--- config.mk ---
export PLATFORM = sky130hd
export DESIGN_NAME = seq_accumulator
export DESIGN_NICKNAME = d
export VERILOG_FILES = /design/src/rtl/acc_pkg.sv /design/src/rtl/n_adder.sv /design/src/rtl/seq_accumulator.sv
export SDC_FILE = /design/constraint.sdc
export NUM_CORES = 1
export LEC_CHECK = 0
export BUFFER_PORTS_ARGS = -buffer_cell sky130_fd_sc_hd__clkbuf_2
export CORE_AREA = 2 2 54 56
export CTS_BUF_LIST = sky130_fd_sc_hd__clkbuf_8
export DETAILED_ROUTE_END_ITERATION = 10
export DIE_AREA = 0 0 56 58
export PLACE_DENSITY = 0.74
export SETUP_SLACK_MARGIN = 0.4
export SYNTH_ARGS = -nofsm -noshare
export SYNTH_HDL_FRONTEND = slang
export SYNTH_HIERARCHICAL = 1
export SYNTH_SLANG_ARGS = --single-unit
--- constraint.sdc ---
create_clock -name clk -period 1.95 [get_ports clk]
set_clock_uncertainty 0.15 [all_clocks]
set_input_delay 0.39 -clock clk [delete_from_list [all_inputs] [get_ports clk]]
set_output_delay 0.39 -clock clk [all_outputs]
set_load 0.01 [all_outputs]
--- src/rtl/acc_pkg.sv ---
// acc_pkg: shared FSM state type and signed saturation bounds for seq_accumulator
// Contents:
//   acc_state_t   - accumulator FSM states
//   sat_max(n)    - largest n-bit two's-complement value
//   sat_min(n)    - smallest n-bit two's-complement value
package acc_pkg;
  typedef enum logic [1:0] {IDLE, ACCUM, DONE} acc_state_t;
  function automatic longint sat_max(input int n);
    return (64'sd1 <<< (n - 1)) - 64'sd1;
  endfunction
  function automatic longint sat_min(input int n);
    return -(64'sd1 <<< (n - 1));
  endfunction
endpackage

--- src/rtl/n_adder.sv ---
// n_adder: N-bit combinational ripple adder with carry in/out
// Ports:
//   A, B  - N-bit addends
//   c_in  - carry in
//   S     - N-bit sum
//   c_out - carry out of the MSB
module n_adder #(
  parameter int N = 8
) (
  input  logic [N-1:0] A,
  input  logic [N-1:0] B,
  input  logic         c_in,
  output logic [N-1:0] S,
  output logic         c_out
);
  assign {c_out, S} = {1'b0, A} + {1'b0, B} + {{N{1'b0}}, c_in};
endmodule

--- src/rtl/seq_accumulator.sv ---
// seq_accumulator: signed block accumulator summing LEN samples per start, with wrap or saturate
// Ports:
//   clk, rstn            - clock, asynchronous active-low reset
//   start                - begins a block (IDLE only)
//   in_valid/in_ready    - sample handshake, in_data is the signed sample
//   out_valid/out_ready  - result handshake, out_sum/out_ovf are the block result
//   busy                 - FSM not idle
module seq_accumulator
  import acc_pkg::*;
#(
  parameter int N   = 8,
  parameter int LEN = 4,
  parameter int SAT = 0
) (
  input  logic         clk,
  input  logic         rstn,
  input  logic         start,
  input  logic         in_valid,
  output logic         in_ready,
  input  logic [N-1:0] in_data,
  output logic         out_valid,
  input  logic         out_ready,
  output logic [N-1:0] out_sum,
  output logic         out_ovf,
  output logic         busy
);
  localparam int CW = ($clog2(LEN + 1) < 1) ? 1 : $clog2(LEN + 1);
  localparam logic [N-1:0] MAXV = N'(sat_max(N));
  localparam logic [N-1:0] MINV = N'(sat_min(N));
  acc_state_t  r_state;
  logic [N-1:0] r_acc, r_sum;
  logic [CW-1:0] r_cnt;
  logic         r_ovf, r_out_ovf, r_out_valid;
  logic [N-1:0] w_s, w_next;
  logic         w_c_out_unused, w_v, w_last;
  n_adder #(.N(N)) u_add (
    .A    (r_acc),
    .B    (in_data),
    .c_in (1'b0),
    .S    (w_s),
    .c_out(w_c_out_unused)
  );
  // Signed overflow: like-signed operands whose sum flips sign.
  assign w_v    = (r_acc[N-1] == in_data[N-1]) && (w_s[N-1] != r_acc[N-1]);
  assign w_next = (w_v && SAT != 0) ? (r_acc[N-1] ? MINV : MAXV) : w_s;
  assign w_last = r_cnt == CW'(LEN - 1);
  assign in_ready  = r_state == ACCUM;
  assign busy      = r_state != IDLE;
  assign out_valid = r_out_valid;
  assign out_sum   = r_sum;
  assign out_ovf   = r_out_ovf;
  always_ff @(posedge clk or negedge rstn) begin
    if (!rstn) begin
      r_state     <= IDLE;
      r_acc       <= '0;
      r_cnt       <= '0;
      r_ovf       <= 1'b0;
      r_sum       <= '0;
      r_out_ovf   <= 1'b0;
      r_out_valid <= 1'b0;
    end else begin
      case (r_state)
        IDLE: if (start) begin
          r_state <= ACCUM;
          r_acc   <= '0;
          r_cnt   <= '0;
          r_ovf   <= 1'b0;
        end
        ACCUM: if (in_valid) begin
          r_acc <= w_next;
          r_ovf <= r_ovf | w_v;
          r_cnt <= r_cnt + CW'(1);
          // Result registers are loaded together with the final sample so
          // out_valid rises exactly one cycle after the last accept.
          if (w_last) begin
            r_state     <= DONE;
            r_out_valid <= 1'b1;
            r_sum       <= w_next;
            r_out_ovf   <= r_ovf | w_v;
          end
        end
        DONE: if (out_ready) begin
          r_state     <= IDLE;
          r_out_valid <= 1'b0;
        end
        default: r_state <= IDLE;
      endcase
    end
  end
endmodule

==> impl_metrics.csv, run 1 <==
group,metric,value,unit
grt,grt_pass1_wl,4.871,mm
placed_design,gp_congestion,0.7903,
logic_synthesis,synth_area,1292,µm²
logic_synthesis,synth_area_per_cell,11.64,µm²
detailed_routing,first_pass_iters,4,
cells_and_area,layout-drive-gt1-share,50.31,%
sta,tns,-634.5,ps
critical_path,crit_path_end_kind,"flip-flop",
sta,layout_setup_ws,-127.2,ps
floorplanning,die_x,56,µm
detailed_routing,drt-wirelength-per-cell,15.78,µm
clock_tree,cts_tree,"built",
clock_tree,clockBufferDepth,2,
cells_and_area,mostFrequentLayoutCells,"clkbuf_2, dfrtp_1, buf_4",
sta,min_period,2077,ps
floorplanning,die_y,58,µm
grt,grt.total_usage,19.07,%
pwr,vdd_drop_max,1045,µV
cells_and_area,insertedDiodeCount,0,
detailed_routing,drc_errors,0,
run_status,violations,"setup timing",
detailed_routing,num_vias,1083,
placed_design,numPortBuffers,24,
detailed_routing,drt_iter0_drc,20,
placed_design,dp.cells,176,
floorplanning,io_pins,25,
floorplanning,core-area,2663,µm²
sta,setup_viol,8,
detailed_routing,ant_nets,0,
logic_synthesis,yosysWarnings,6,
detailed_routing,avgViaCountPerCell,5.641,
floorplanning,fp-row-count,19,
sta,max_slew_margin,59.73,%
sta,fin_crit_sh,106.5,%
clock_tree,clk_latency,260,ps
cells_and_area,fin_area,1821,µm²
critical_path,required,1950,ps
floorplanning,dieArea,3248,µm²
pwr,leakage,0.8791,nW
clock_tree,numClockSinks,24,
detailed_routing,wl,3.029,mm
sta,rsz0062_at_grt,"true",
cells_and_area,area_growth_syn_to_layout,40.85,%
clock_tree,clk_pin_slew,90,ps
clock_tree,cts-root-buf,"clkbuf_8",
pwr,p_per_area,1723,nW/µm²
sta,hold_viol_final,0,
sta,fmax,481.4,MHz
sta,slew_violations,0,
logic_synthesis,syn-instance-count,111,
worst_hold_path,worstHoldPathType,"primary input to flip-flop",
cells_and_area,layout.cells.non_filler,192,
grt,grt_pass1_vias,1140,
job,drv_cap,0,
run_status,status,"complete, but fails checks",
placed_design,placed_cell_area,1587,µm²
grt,grt_max_degree,25,
placed_design,dpl.hpwl,2.023,mm
critical_path,cp_max_fo,2,
clock_tree,htreeDepth,1,
sta,tightest_slew,604.1,ps
logic_synthesis,synth_fp_nets,135,
grt,grt_antenna_before_repair,0,
clock_tree,cts-buffers-inserted,3,
critical_path,cp.arrival,2080,ps
grt,grt-ovfl-total,0,
critical_path,path_class,"flip-flop to flip-flop",
cells_and_area,fin_nets,186,
floorplanning,start_util,48.54,%
critical_path,worstSetupStartpointType,"flip-flop",
==> registers in the layout (all words and copies together) (netlist names) <==
signal	count
out_ovf	1
out_sum	8
r_cnt	3
out_valid	1
r_state	2
r_ovf	1
r_acc	8
==> timing repair <==
item | in CTS | in global routing
endpoints found under the setup margin | 19 | 19
pin swaps | 4 | 1
gates resized for setup | 11 | 9
hold endpoints to repair | 24 | 0
gates cloned | 0 | 1
hold buffers | 1 | 0
buffers inserted | 6 | 4
==> final timing paths <==
path,from,end,slack [ps],cells after the start
setup / recovery,r_acc[0],out_sum[4],-130,6
hold / removal,out_ready,r_state[1],220,2
setup reg to reg,r_acc[0],out_sum[4],-130,6
hold reg to reg,out_sum[2],out_sum[2],370,1
max in group asynchronous,rstn,r_state[1],710,2
min in group asynchronous,rstn,r_cnt[0],510,2
==> routing by layer <==
layer  global-route usage (%)  up-vias  routed length (µm)
met3                    3.125        2                 108
met4                    5.102        0                  10
li1                         -      504                   -
met1                    23.41      553                1283
met2                    34.96       24                1626
met5                        0        -                   0
==> layout make-up <==
class                      instances  area (µm²)
sequential                        24       603.1
tap                               31       38.79
fill                             208       842.1
multi-input combinational         78       755.7
timing repair buffer              49       326.6
clock buffer                       3       41.29
inverter                           6       25.02
clock inverter                     1       30.03
==> critical path, cell delays in order (launching register included) <==
cell	delay [ps]
dfrtp_1	410
fa_2	380
fa_2	380
a21oi_2	150
o21bai_1	80
xor2_1	150
mux2_2	260
==> power breakdown <==
group	switching [mW]	internal [mW]
Sequential	0.172	0.740
Combinational	0.786	1.01
Clock	0.155	0.274
Total	1.11	2.02
==> metrics by stage <==
step                      worst slack [ps]  util, %  power, mW  hold slack (ps)
after floorplan                     -66.74        -      1.915           -55.59
after global placement              -215.0    59.59      2.334            271.9
after detailed placement            -222.8    59.59      2.410            279.3
after CTS                           -135.4    65.74      3.006            213.9
after global routing                -215.4    68.37      3.379            204.8
final                               -127.2    68.37      3.136            215.4
No activity file was read; power rests on OpenSTA's default activity.
==> inputs of run 2 (changes only) <==
Settings changed: CORE_AREA 2 2 54 56 to 2 2 76 78, DIE_AREA 0 0 56 58 to 0 0 78 80, PLACE_DENSITY 0.74 to unset, PLACE_DENSITY_LB_ADDON set to 0.25.
==> run 2 against run 1 <==
Compared with the run above: the flow still finishes with violations (setup timing); highest routed layer unchanged; power decreased by 2.4%; worst hold slack got worse by 22 ps; largest cell class unchanged; sequential share of layout area decreased by 0.34 points; count of clock-buffer cells in the layout did not move; global-route usage fell by 8.6 points; register-to-register slack about the same.
==> impl_metrics.csv, run 2 (same netlist as run 1, synthesis figures left out) <==
group,metric,value,unit
job,drv_cap,0,
cells_and_area,mostFrequentLayoutCells,"clkbuf_2, dfrtp_1, buf_4",
pwr,pwr-share-comb,56.3,%
floorplanning,core-area,5405,µm²
detailed_routing,avgViaCountPerCell,4.478,
clock_tree,clk_latency,270,ps
critical_path,path_class,"flip-flop to flip-flop",
sta,rsz0062_at_grt,"true",
pwr,switchingPower,1.075,mW
pwr,internal_power,1.986,mW
sta,fmax,479.2,MHz
cells_and_area,area_growth_syn_to_layout,42.30,%
placed_design,dp_slack,-240.6,ps
run_status,violations,"setup timing",
grt,grt_pass1_vias,1145,
cells_and_area,insertedDiodeCount,0,
pwr,vdd_drop_max,790.2,µV
critical_path,r2r_slack,-140,ps
pwr,leakage,0.8531,nW
clock_tree,cts-buffers-inserted,3,
critical_path,cp.arrival,2090,ps
worst_hold_path,worstHoldPathType,"primary input to flip-flop",
grt,grt_max_degree,25,
sta,layout_setup_ws,-136.9,ps
sta,setup_viol,10,
sta,slew_violations,0,
detailed_routing,num_vias,1030,
clock_tree,htreeDepth,1,
detailed_routing,wl,2.970,mm
cells_and_area,fin_nets,183,
clock_tree,cts-root-buf,"clkbuf_8",
grt,grt.total_usage,10.48,%
floorplanning,die_y,80,µm
critical_path,required,1950,ps
detailed_routing,drc_errors,0,
floorplanning,die_x,78,µm
critical_path,worstSetupStartpointType,"flip-flop",
placed_design,numPortBuffers,24,
grt,grt_antenna_before_repair,0,
clock_tree,clk_pin_slew,90,ps
grt,grt-ovfl-total,0,
critical_path,crit_path_end_kind,"flip-flop",
sta,fin_crit_sh,107.0,%
detailed_routing,first_pass_iters,4,
grt,grt_pass1_wl,5.264,mm
floorplanning,dieArea,6240,µm²
sta,hold_viol_final,0,
detailed_routing,drt_iter0_drc,39,
cells_and_area,layout-drive-gt1-share,49.37,%
pwr,pwr-share-clk,14.5,%
sta,tightest_slew,603.4,ps
placed_design,gp_congestion,0.7334,
placed_design,dpl.hpwl,2.272,mm
pwr,power_frac_seq,29.3,%
detailed_routing,ant_nets,0,
run_status,status,"complete, but fails checks",
pwr,p_per_area,1664,nW/µm²
clock_tree,numClockSinks,24,
clock_tree,clockBufferDepth,2,
pwr,p_sw_share,35.12,%
floorplanning,start_util,23.91,%
floorplanning,fp-row-count,27,
critical_path,cp_max_fo,2,
detailed_routing,drt-wirelength-per-cell,12.91,µm
floorplanning,io_pins,25,
sta,fin_hold_ws,193.4,ps
sta,min_period,2087,ps
sta,max_slew_margin,59.77,%
clock_tree,cts_tree,"built",
run 2: changes by cell type in the layout (fill, tap and decap cells not counted), sizes merged:
cell    previous run  this run
buf               25        23
clkbuf            26        25
run 2: repair_timing:
action                                  in CTS  in global routing
pin swaps                                    5                  2
gates resized for setup                      9                  7
hold endpoints to repair                    24                  0
endpoints found under the setup margin      19                 19
setup buffers                                3                  1
gates cloned                                 0                  0
hold buffers                                 1                  0
run 2: final timing paths:
path | depth (start not counted) | endpoint | from
hold reg to reg | 1 | r_cnt[2] | r_cnt[2]
max in group asynchronous | 2 | r_state[1] | rstn
hold / removal | 2 | r_state[1] | out_ready
min in group asynchronous | 2 | r_cnt[0] | rstn
setup / recovery | 6 | out_sum[2] | r_acc[0]
setup reg to reg | 6 | out_sum[2] | r_acc[0]
run 2: stage by stage:
stage / TNS [ps] / instances / util (%) / area (µm²) / power (mW)
floorplan: -146.0 / 111 / - / 1358 / 1.915
global placement: -1608 / 221 / 30.86 / 1668 / 2.422
detailed placement: -1796 / 221 / 30.86 / 1668 / 2.480
CTS: -757.9 / 229 / 33.26 / 1798 / 3.033
global route: -1642 / 230 / 34.03 / 1839 / 3.322
finish: -777.0 / 230 / 34.03 / 1839 / 3.061
run 2: final cells by class:
cell class                 count  area (µm²)
fill                         561        3566
multi-input combinational     78       748.2
sequential                    24       603.1
timing repair buffer          46       304.0
tap                           72       90.09
clock buffer                   3       41.29
clock inverter                 1       30.03
inverter                       6       22.52
run 2: critical path, cell delays in order, from the launching register on:
cell	delay, ps
dfrtp_1	410
fa_2	370
fa_2	380
buf_4	150
buf_6	110
xor2_2	140
mux2_4	270
run 2: layer usage:
layer / share of wire, % / GRT usage (%)
met3: 3.6 / 3.054
met5: 0 / 0
met4: 1.0 / 2.105
met1: 43 / 12.25
met2: 52 / 19.05
run 2: power by group through the flow:
stage	sequential [mW]	combinational [mW]	clock [mW]
6_report	0.896	1.72	0.443
5_1_grt	0.933	1.91	0.481
4_1_cts	0.898	1.68	0.460
3_5_place_dp	0.912	1.57	0
3_3_place_gp	0.901	1.52	0
2_1_floorplan	0.936	0.979	0
==> inputs of run 3 (changes only) <==
Settings changed: CORE_AREA 2 2 76 78 to 2 2 54 56, DIE_AREA 0 0 78 80 to 0 0 56 58.
==> run 3 against run 2 <==
Compared with the run above: the flow still finishes with violations (setup timing); power increased by 3.2%; via count increased by 1.8%; global-route usage increased by 8.6 points; highest routed layer unchanged; register-to-register slack got worse by 40 ps; sequential power about the same; fmax decreased by 1.8%; utilization increased by 35 points; critical path depth unchanged; routed wire length decreased by 1.7%; die area decreased by 48%.
==> impl_metrics.csv, run 3 (same netlist as run 1, synthesis figures left out) <==
group,metric,value,unit
cells_and_area,mostFrequentLayoutCells,"dfrtp_1, clkbuf_2, buf_4",
grt,grt_pass1_vias,1120,
cells_and_area,area_growth_syn_to_layout,41.63,%
cells_and_area,final_util,68.75,%
grt,grt-ovfl-total,0,
pwr,power_frac_seq,28.4,%
clock_tree,htreeDepth,1,
grt,grt_antenna_before_repair,0,
clock_tree,clk_pin_slew,90,ps
clock_tree,numClockSinks,24,
sta,max_slew_margin,59.79,%
clock_tree,clockBufferDepth,2,
sta,layout_setup_ws,-175.9,ps
critical_path,cp_max_fo,2,
placed_design,dpl.hpwl,1.998,mm
critical_path,cp.arrival,2140,ps
clock_tree,cts-buffers-inserted,3,
pwr,p_sw_share,35.77,%
critical_path,path_class,"flip-flop to flip-flop",
sta,fmax,470.4,MHz
floorplanning,die_x,56,µm
sta,hold_viol_final,0,
detailed_routing,avgViaCountPerCell,5.492,
critical_path,crit_path_end_kind,"flip-flop",
pwr,leakage,0.8704,nW
critical_path,cp_common_cell,"fa_2",
cells_and_area,insertedDiodeCount,0,
sta,slew_violations,0,
pwr,pwr-share-clk,14.1,%
critical_path,max_stage_delay,400,ps
grt,grt.total_usage,19.10,%
clock_tree,cts_tree,"built",
sta,fin_hold_ws,188.9,ps
detailed_routing,ant_nets,0,
detailed_routing,drt_iter0_drc,17,
job,drv_cap,0,
cells_and_area,fin_nets,185,
grt,grt_max_degree,25,
critical_path,crit_slowest_cell,"dfrtp_1",
placed_design,numPortBuffers,24,
worst_hold_path,worstHoldPathType,"primary input to flip-flop",
floorplanning,fp-row-count,19,
floorplanning,core-area,2663,µm²
sta,fin_crit_sh,109.0,%
pwr,pwr-share-comb,57.5,%
detailed_routing,num_vias,1049,
sta,tightest_slew,603.1,ps
grt,grt_pass1_wl,4.912,mm
pwr,vdd_drop_max,1169,µV
sta,tns,-907.1,ps
cells_and_area,layout_commonest_cell,"dfrtp_1",
pwr,p_per_area,1725,nW/µm²
cells_and_area,layout-drive-gt1-share,50.00,%
sta,rsz0062_at_grt,"true",
run_status,violations,"setup timing",
floorplanning,start_util,48.54,%
sta,min_period,2126,ps
detailed_routing,wl,2.919,mm
placed_design,gp_congestion,0.7596,
run_status,status,"complete, but fails checks",
critical_path,required,1960,ps
detailed_routing,drt-wirelength-per-cell,15.28,µm
sta,setup_viol,9,
detailed_routing,drc_errors,0,
floorplanning,die_y,58,µm
critical_path,cp_cell_sequence,"fa_2 > fa_2 > a21oi_2 > o21bai_1 > xor2_1 > mux2_2",
clock_tree,clk_latency,270,ps
detailed_routing,first_pass_iters,4,
critical_path,worstSetupStartpointType,"flip-flop",
pwr,internal_power,2.028,mW
pwr,switchingPower,1.130,mW
floorplanning,io_pins,25,
clock_tree,cts-root-buf,"clkbuf_8",
floorplanning,dieArea,3248,µm²
[run 3: worst paths after layout]
| kind | startpoint | to | slack (ps) | cells after the start |
|---|---|---|---|---|
| min reg2reg | r_cnt[2] | r_cnt[2] | 360 | 1 |
| min in group asynchronous | rstn | r_state[1] | 500 | 2 |
| max | r_acc[0] | out_sum[4] | -180 | 6 |
| min | out_ready | r_state[1] | 190 | 2 |
| max reg2reg | r_acc[0] | out_sum[4] | -180 | 6 |
| max in group asynchronous | rstn | r_state[0] | 730 | 2 |
[run 3: metrics by stage]
step / power (mW) / instances / area [µm²] / setup WS [ps]
6_report: 3.158 / 191 / 1831 / -175.9
5_1_grt: 3.397 / 191 / 1831 / -206.2
4_1_cts: 3.088 / 190 / 1789 / -153.4
3_5_place_dp: 2.443 / 179 / 1609 / -286.6
3_3_place_gp: 2.376 / 179 / 1609 / -210.8
2_1_floorplan: 1.915 / 111 / 1358 / -66.74
[run 3: power by group through the flow]
stage | Combinational [mW] | Sequential (mW) | Clock (mW)
floorplan | 0.979 | 0.936 | 0
global placement | 1.48 | 0.895 | 0
detailed placement | 1.54 | 0.907 | 0
CTS | 1.73 | 0.897 | 0.460
global route | 1.99 | 0.929 | 0.476
finish | 1.82 | 0.896 | 0.445
[run 3: layout make-up]
cell class / instances / area, µm²
clock inverters: 1 / 30.03
repair buffers: 48 / 316.6
clock buffers: 3 / 41.29
flip-flops and latches: 24 / 601.8
fillers: 203 / 832.0
well taps: 31 / 38.79
multi-input cells: 78 / 779.5
inverters: 6 / 22.52
[run 3: worst max-delay path, delay by kind of cell, from the launching register on]
family                     cells  cell delay, ps
AOI/OAI and AO/OA              2             290
DFF                            1             400
adders and majority gates      2             760
xor gates and xnor gates       1             160
muxes                          1             270
[run 3: what timing repair did]
| action | in CTS | in global routing |
|---|---|---|
| pin swaps | 4 | 5 |
| endpoints found under the setup margin | 19 | 19 |
| hold endpoints to repair | 24 | 0 |
| resized for setup | 11 | 8 |
| buffers inserted | 6 | 1 |
| hold buffers | 1 | 0 |
[run 3: metal layers]
metal  track usage (%)  part of all wire [%]  up-vias  routed length (µm)
li1                  -                     -      500                   -
met1             22.93                    43      521                1253
met2             34.45                    52       25                1526
met3             3.125                   3.7        3                 108
met4             7.483                   1.1        0                  31
met5                 0                     0        -                   0
